[config.mk]
export PLATFORM = sky130hd
export DESIGN_NAME = comp_stream_tracker
export DESIGN_NICKNAME = d
export VERILOG_FILES = /design/src/rtl/comp_stream_tracker.sv
export SDC_FILE = /design/constraint.sdc
export NUM_CORES = 1
export LEC_CHECK = 0
export ABC_CLOCK_PERIOD_IN_PS = 2100
export CAP_MARGIN = 20
export CORE_UTILIZATION = 35
export DETAILED_ROUTE_END_ITERATION = 16
export GPL_ROUTABILITY_DRIVEN = 1
export GPL_TIMING_DRIVEN = 0
export SLEW_MARGIN = 25
export SYNTH_ARGS = -nofsm -noshare
export SYNTH_HDL_FRONTEND = slang
export SYNTH_SLANG_ARGS = --single-unit
[constraint.sdc]
create_clock -name clk -period 2.1 [get_ports clk]
set_input_delay 0.21 -clock clk [delete_from_list [all_inputs] [get_ports clk]]
set_output_delay 0.21 -clock clk [all_outputs]
set_load 0.01 [all_outputs]
[src/rtl/comp_stream_tracker.sv]
// comp_stream_tracker
//   Parametrised WIDTH-bit comparator behind a valid/ready handshake with one
//   registered output stage. Mode 0 compares in0 against in1. Mode 1 tracks the
//   running minimum, running maximum and a saturating sample count over a stream
//   of in0 values. Signedness is chosen per transaction.
//
// Ports
//   clk, rst            clock; synchronous active-high reset
//   in_valid, in_ready  input handshake (in_ready = ~out_valid | out_ready)
//   in0, in1            operands (in0 is the stream sample in track mode)
//   is_signed, mode     per-transaction compare signedness and mode select
//   clear               one-cycle pulse that empties the tracker
//   out_valid, out_ready  output handshake
//   GT, LT, ET          registered result flags
//   min_val, max_val    running extremes
//   sample_cnt          samples accepted since clear or reset (saturating)

module comp_stream_tracker #(
   parameter int unsigned WIDTH = 16,
   parameter int unsigned CNT_W = 8
) (
   input  logic             clk,
   input  logic             rst,
   input  logic             in_valid,
   output logic             in_ready,
   input  logic [WIDTH-1:0] in0,
   input  logic [WIDTH-1:0] in1,
   input  logic             is_signed,
   input  logic             mode,
   input  logic             clear,
   output logic             out_valid,
   input  logic             out_ready,
   output logic             GT,
   output logic             LT,
   output logic             ET,
   output logic [WIDTH-1:0] min_val,
   output logic [WIDTH-1:0] max_val,
   output logic [CNT_W-1:0] sample_cnt
);

   typedef enum logic [0:0] {StEmpty, StTracking} state_e;

   state_e state_q;

   logic       accept;
   logic [1:0] pair_cmp;
   logic [1:0] max_cmp;
   logic [1:0] min_cmp;
   logic       new_max;
   logic       new_min;
   logic       cnt_full;

   // Returns {a > b, a < b}. Flipping the MSB maps two's-complement order onto
   // unsigned order, so one magnitude comparator serves both signednesses.
   function automatic logic [1:0] cmp(input logic [WIDTH-1:0] a,
                                      input logic [WIDTH-1:0] b,
                                      input logic             sgn);
      logic [WIDTH-1:0] ua;
      logic [WIDTH-1:0] ub;
      ua = {a[WIDTH-1] ^ sgn, a[WIDTH-2:0]};
      ub = {b[WIDTH-1] ^ sgn, b[WIDTH-2:0]};
      return {ua > ub, ua < ub};
   endfunction

   always_comb begin
      in_ready = ~out_valid | out_ready;
      accept   = in_valid & in_ready;
      pair_cmp = cmp(in0, in1, is_signed);
      max_cmp  = cmp(in0, max_val, is_signed);
      min_cmp  = cmp(in0, min_val, is_signed);
      new_max  = max_cmp[1];
      new_min  = min_cmp[0];
      cnt_full = &sample_cnt;
   end

   always_ff @(posedge clk) begin
      if (rst) begin
         state_q    <= StEmpty;
         out_valid  <= 1'b0;
         GT         <= 1'b0;
         LT         <= 1'b0;
         ET         <= 1'b0;
         min_val    <= '0;
         max_val    <= '0;
         sample_cnt <= '0;
      end else begin
         if (accept) begin
            out_valid <= 1'b1;
         end else if (out_ready) begin
            out_valid <= 1'b0;
         end

         // A mode-1 accept in the same cycle overrides these below and becomes
         // the first sample of a fresh run.
         if (clear) begin
            state_q    <= StEmpty;
            min_val    <= '0;
            max_val    <= '0;
            sample_cnt <= '0;
         end

         if (accept) begin
            if (!mode) begin
               GT <= pair_cmp[1];
               LT <= pair_cmp[0];
               ET <= ~|pair_cmp;
            end else if (state_q == StEmpty || clear) begin
               state_q    <= StTracking;
               min_val    <= in0;
               max_val    <= in0;
               sample_cnt <= CNT_W'(1);
               GT         <= 1'b0;
               LT         <= 1'b0;
               ET         <= 1'b1;
            end else begin
               if (new_max) max_val <= in0;
               if (new_min) min_val <= in0;
               if (!cnt_full) sample_cnt <= sample_cnt + CNT_W'(1);
               // Mixed signedness can make a sample beat both extremes; the
               // registers follow both compares but the flags stay exclusive.
               GT <= new_max;
               LT <= new_min & ~new_max;
               ET <= ~new_max & ~new_min;
            end
         end
      end
   end

endmodule

* Yosys cells after proc, flatten, opt, wreduce, memory -nomap -nowiden
Cells that the tools add are included.
Word-level totals: flip-flop bits (word level) 45, bits in latches 0, bits in writable memories 0, memory bits (read-only) 0, input bits 39, output and inout port bits 45, logic and storage cells 57, memories 0
Cells by class: add/subtract/negate cells 1, multipliers 0, divide/modulo/power cells 0, $lt $le $gt $ge 4, eq/ne operators 0, shifts and indexed selects 0, multiplexer cells 27, bitwise logic cells 12, reduce and logical (&&, ||, !) cells 5
Operators by type and width (count):
- two-way mux 16 bit | 10
- two-way mux 8 bit | 5
- > comparator 16 bit | 2
- < comparator 16 bit | 2
- two-way mux 1 bit | 12
- adder 8 x 1 -> 8 bit, second input constant | 1
- AND reduction 8 bit | 1
- NOT 1 bit | 4
- XOR 1 bit | 4
- bitwise AND 1 bit | 3
- nonzero test 2 bit | 1
- OR reduction 2 bit | 1
- zero test 1 bit | 1
- logical OR 1 bit | 1
- bitwise OR 1 bit | 1

* Logic depth before layout (Yosys ltp)
depth in word-level cells 6, gate-level depth with buffers 9, mapped depth without buffers 8

* Worst setup path before layout
Ideal clock, no wire load.
path kind reg2reg, from register min_val[15], to register min_val[10], library setup time 0.072 ns, data arrival time 2.035 ns, data required time 2.028 ns, setup slack -0.006 ns, stages on the path, launching flop included 9, path buffers 1, clock period less this slack 2.106 ns, path through dfxtp_1 -> xnor2_1 -> ha_1 -> and4_1 -> a221oi_2 -> o21ai_1 -> a21oi_4 -> buf_8 -> mux2i_1
Between the ends: cells in the longest elaborated chain, start to end 6
Ends and longest elaborated chain:
- start, declared | line 36 | output logic [WIDTH-1:0] min_val,
- start signal, assigned | line 109 | min_val <= in0;
- start signal, assigned | line 117 | if (new_min) min_val <= in0;
- XOR 1 bit | line 61 | ub = {b[WIDTH-1] ^ sgn, b[WIDTH-2:0]};
- < comparator 16 bit | line 62 | return {ua > ub, ua < ub};
- two-way mux 16 bit | line 117
- two-way mux 16 bit | line 107 | end else if (state_q == StEmpty || clear) begin
- two-way mux 16 bit | line 103 | if (!mode) begin
- two-way mux 16 bit | line 102 | if (accept) begin
No other way between the ends. A chain may end at the register's enable or synchronous reset.

* Worst setup path in the final report
from register max_val[6], to register max_val[1]
Between the ends: cells in the longest elaborated chain, start to end 5
Ends and longest elaborated chain:
- start, declared | line 37 | output logic [WIDTH-1:0] max_val,
- start signal, assigned | line 110 | max_val <= in0;
- start signal, assigned | line 116 | if (new_max) max_val <= in0;
- > comparator 16 bit | line 62
- two-way mux 16 bit | line 116
- two-way mux 16 bit | line 107
- two-way mux 16 bit | line 103
- two-way mux 16 bit | line 102
No other way between the ends.

==> flow_summary_export.csv <==
group,metric,value,unit
run_status,status,"finished, violations left",
run_status,violations,"setup timing",
synth,synthDistinctLibCells,49,
global_routing,first_global_vias,3082,
detailed_routing,wl_per_cell,16.2,um
global_routing,antenna_found_initial,0,
global_routing,grt_pass1_wl,14700,um
global_routing,grt-ovfl-total,0,
clock_tree,ctsHtreeMaxLevel,2,
clock_tree,cts_inserted_buffers,5,
final_layout,drive_gt1_frac,0.270,
global_routing,track_usage,0.192,
sta,hold_viol,0,
pwr,combPwrFrac,0.324,
final_layout,multiInputGateArea,2520,um2
die,start_util,0.362,
setup_path,cpLargestDelayFamily,"compound AO/OA/AOI/OAI gates",
final_layout,fin_nets,578,
synth,synthMuxAreaShare,0.0852,
pwr,pwr-share-clk,0.288,
sta,fmax,456,MHz
die,die_x,97.2,um
sta,timing.final.crit_share,1.04,
setup_path,cp-end-kind,"flop",
synth,synth_edf_count,0,
synth,syn_inst,373,
detailed_routing,vias_per_cell,5.19,
placed_design,hpwlAfterDp,6770,um
sta,whs,0.302,ns
job,cap_violations,0,
setup_path,crit_fanout,5,
setup_path,crit_slowest_cell,"a211o_4",
setup_path,cp_num_buf_inv,2,
sta,period_minus_slack,2.19,ns
synth,synth_flop_cell,"dfxtp_1",
setup_path,critical_path.cell_chain,"inv_2, ha_4, nand4_1, buf_4, nor4_4, a31oi_4, a211o_4, o32ai_2",
pwr,ir_drop,0.275,mV
final_layout,regArea,923,um2
clock_tree,clock_sinks,45,
detailed_routing,drt-total-wl,9720,um
sta,grt_setup_unrepaired,"true",
die,die-area,9450,um2
placed_design,io_buffer_count,83,
global_routing,grt_max_degree,16,
final_layout,synthToLayoutAreaGrowth,57.2,%
die,core,8760,um2
pwr,p_sw_frac,0.309,
die,die_h,97.2,um
setup_path,worstSetupPathType,"flop to flop",
clock_tree,holdBufCountCts,0,
synth,synthArstFlopShare,0,
detailed_routing,ant_nets,0,
sta,tns,-0.349,ns
detailed_routing,drtIter0Drc,81,
pwr,p_sw,0.725,mW
pwr,pwr-share-seq,0.388,
sta,skew,0.0111,ns
detailed_routing,drtPass1Iterations,4,
die,io_pins,84,
setup_path,max_stage_delay,0.42,ns
die,rows,34,
sta,finalSetupViolCount,13,
synth,synthXorXnorAreaFrac,0.0110,
setup_path,cp.required,2.30,ns
sta,maxSlewViolCount,0,
worst_hold_path,hold_class,"primary input to flop",
synth,ys_warn_count,0,
pwr,pwr_density_cell,471,nW/um2
synth,synth_fa_ha_area_frac,0.189,
detailed_routing,drc,0,
clock_tree,root_buffer,"clkbuf_8",
synth,ys_seq_area_frac,0.284,
clock_tree,cts_tree,"yes",
final_layout,fillers,775,
synth,ys_ff_latch,45,
clock_tree,ctsLongestPathBuffers,2,
sta,fin_ws,-0.0936,ns
sta,slew_headroom,0.536,
sta,worst_slew_pin_slew,0.695,ns
pwr,leakage,1.99,nW
final_layout,diodes,0,
setup_path,arrival,2.40,ns
clock_tree,clk_latency,0.31,ns
placed_design,gp_congestion,0.805,
pwr,internal_power,1.62,mW
synth,synth_area_per_cell,8.50,um2
synth,synth_top_family_by_area,"simple AND/OR/NAND/NOR gates",
clock_tree,clk_pin_slew,0.09,ns
setup_path,startpoint_type,"flop",
synth,syn_nets,460,
synth,synth.cell_area,3170,um2
synth,yosys.area_share.simple,0.200,
synth,synth_compound_area_frac,0.155,
detailed_routing,via_count,3116,
area by class of cell:
class / instances / area share
Sequential cell: 45 / 0.185
Clock buffer: 5 / 0.0138
Buffer: 10 / 0.0146
Tap cell: 108 / 0.0271
Inverter: 48 / 0.0361
Multi-Input combinational cell: 270 / 0.505
Timing Repair Buffer: 111 / 0.209
Clock inverter: 3 / 0.00928
layout by cell type (no fill, tap or decap), types with 2 or more instances in the layout:
cell,instances
o21ai_2,2
buf_6,3
clkdlybuf4s50_1,53
ha_1,26
o211ai_1,2
buf_12,2
xnor2_2,2
nor3b_1,2
nor2b_1,2
inv_2,14
buf_2,2
dfxtp_1,29
nand2b_1,18
clkbuf_1,6
clkbuf_8,5
ha_4,22
nand2_1,28
dfxtp_2,15
inv_1,34
nand4_1,8
a21o_1,3
dlymetal6s2s_1,2
a41o_1,2
nor2_1,20
nor3_2,2
dlygate4sd2_1,26
nand3b_1,2
o32ai_2,5
nand3_2,2
nand3_1,7
mux2i_1,27
or3_1,14
o21ai_1,2
a21oi_1,25
o21ai_0,10
a21oi_2,7
and3_1,2
buf_4,25
logic make-up (layout without fill, tap and decap cells):
| group | Yosys count | in the layout |
|---|---|---|
| compound gates | 73 | 73 |
| xor+xnor | 4 | 4 |
| fa+ha+maj | 48 | 48 |
| buf+inv | 58 | 177 |
| flops | 45 | 45 |
| mux | 27 | 27 |
| simple gates | 118 | 118 |
stage by stage:
step / power [mW] / instances / cell area [um2] / util / setup WS, ns
after floorplan: 1.25 / 373 / 3170 / - / 0.0170
after global placement: 1.49 / 564 / 4140 / 0.472 / -0.907
after detailed placement: 1.50 / 564 / 4140 / 0.472 / -0.955
after CTS: 2.26 / 585 / 4590 / 0.523 / -0.00933
after global routing: 2.45 / 600 / 4990 / 0.569 / -0.140
final: 2.35 / 600 / 4990 / 0.569 / -0.0936
cells in the mapped netlist, drive strengths merged (3+ instances only):
library cell	instances	share of area
a21oi	33	0.056
dfxtp	45	0.28
nand2	28	0.033
nor2b	3	0.0059
nand4	9	0.020
nand3	9	0.016
or3	14	0.028
o21ai	15	0.027
buf	4	0.011
mux2i	27	0.085
a21o	3	0.0071
ha	48	0.19
nor3b	3	0.0087
nand2b	18	0.036
xnor2	3	0.0083
nor2	20	0.024
nor3	3	0.0047
inv	48	0.057
clkbuf	6	0.0071
o32ai	5	0.014
flip-flops by register name, indices dropped and copies added (netlist names):
name and count:
LT 1, min_val 16, GT 1, out_valid 1, ET 1, max_val 16
state_q 1, sample_cnt 8
power by group through the flow:
| stage | clock (mW) | sequential [mW] | combinational (mW) |
|---|---|---|---|
| 2_1_floorplan | 0 | 0.940 | 0.311 |
| 5_1_grt | 0.713 | 0.916 | 0.826 |
| 4_1_cts | 0.689 | 0.911 | 0.660 |
| 3_3_place_gp | 0 | 0.930 | 0.564 |
| 6_report | 0.676 | 0.912 | 0.761 |
| 3_5_place_dp | 0 | 0.931 | 0.572 |
worst reg2reg max path: cells and delay by family (launching register included):
kind / cells / cell delay (ns)
buffers and inverters: 2 / 0.22
DFF: 1 / 0.35
adders and majority gates: 1 / 0.26
and+or+nand+nor: 2 / 0.44
AOI/OAI and AO/OA: 3 / 0.82
layer usage:
layer / share of wire / track usage / wire length [um]
met1: 0.46 / 0.247 / 4470
met4: 0.0097 / 0.0574 / 94
met3: 0.033 / 0.0317 / 320
met5: 0 / 0 / 0
met2: 0.50 / 0.328 / 4840
final timing paths:
kind	start	to	slack, ns	cells past startpoint
max	max_val[6]	max_val[1]	-0.09	8
min reg2reg	min_val[3]	min_val[3]	0.47	2
max reg2reg	max_val[6]	max_val[1]	-0.09	8
min	in0[2]	max_val[2]	0.30	3
repair_timing:
item / CTS / global route
pin swaps: 29 / 20
buffers inserted: 13 / 15
gates resized for setup: 85 / 52
cloned: 0 / 1
endpoints found under the setup margin: 35 / 35
Power figures use the tool's default switching activity.
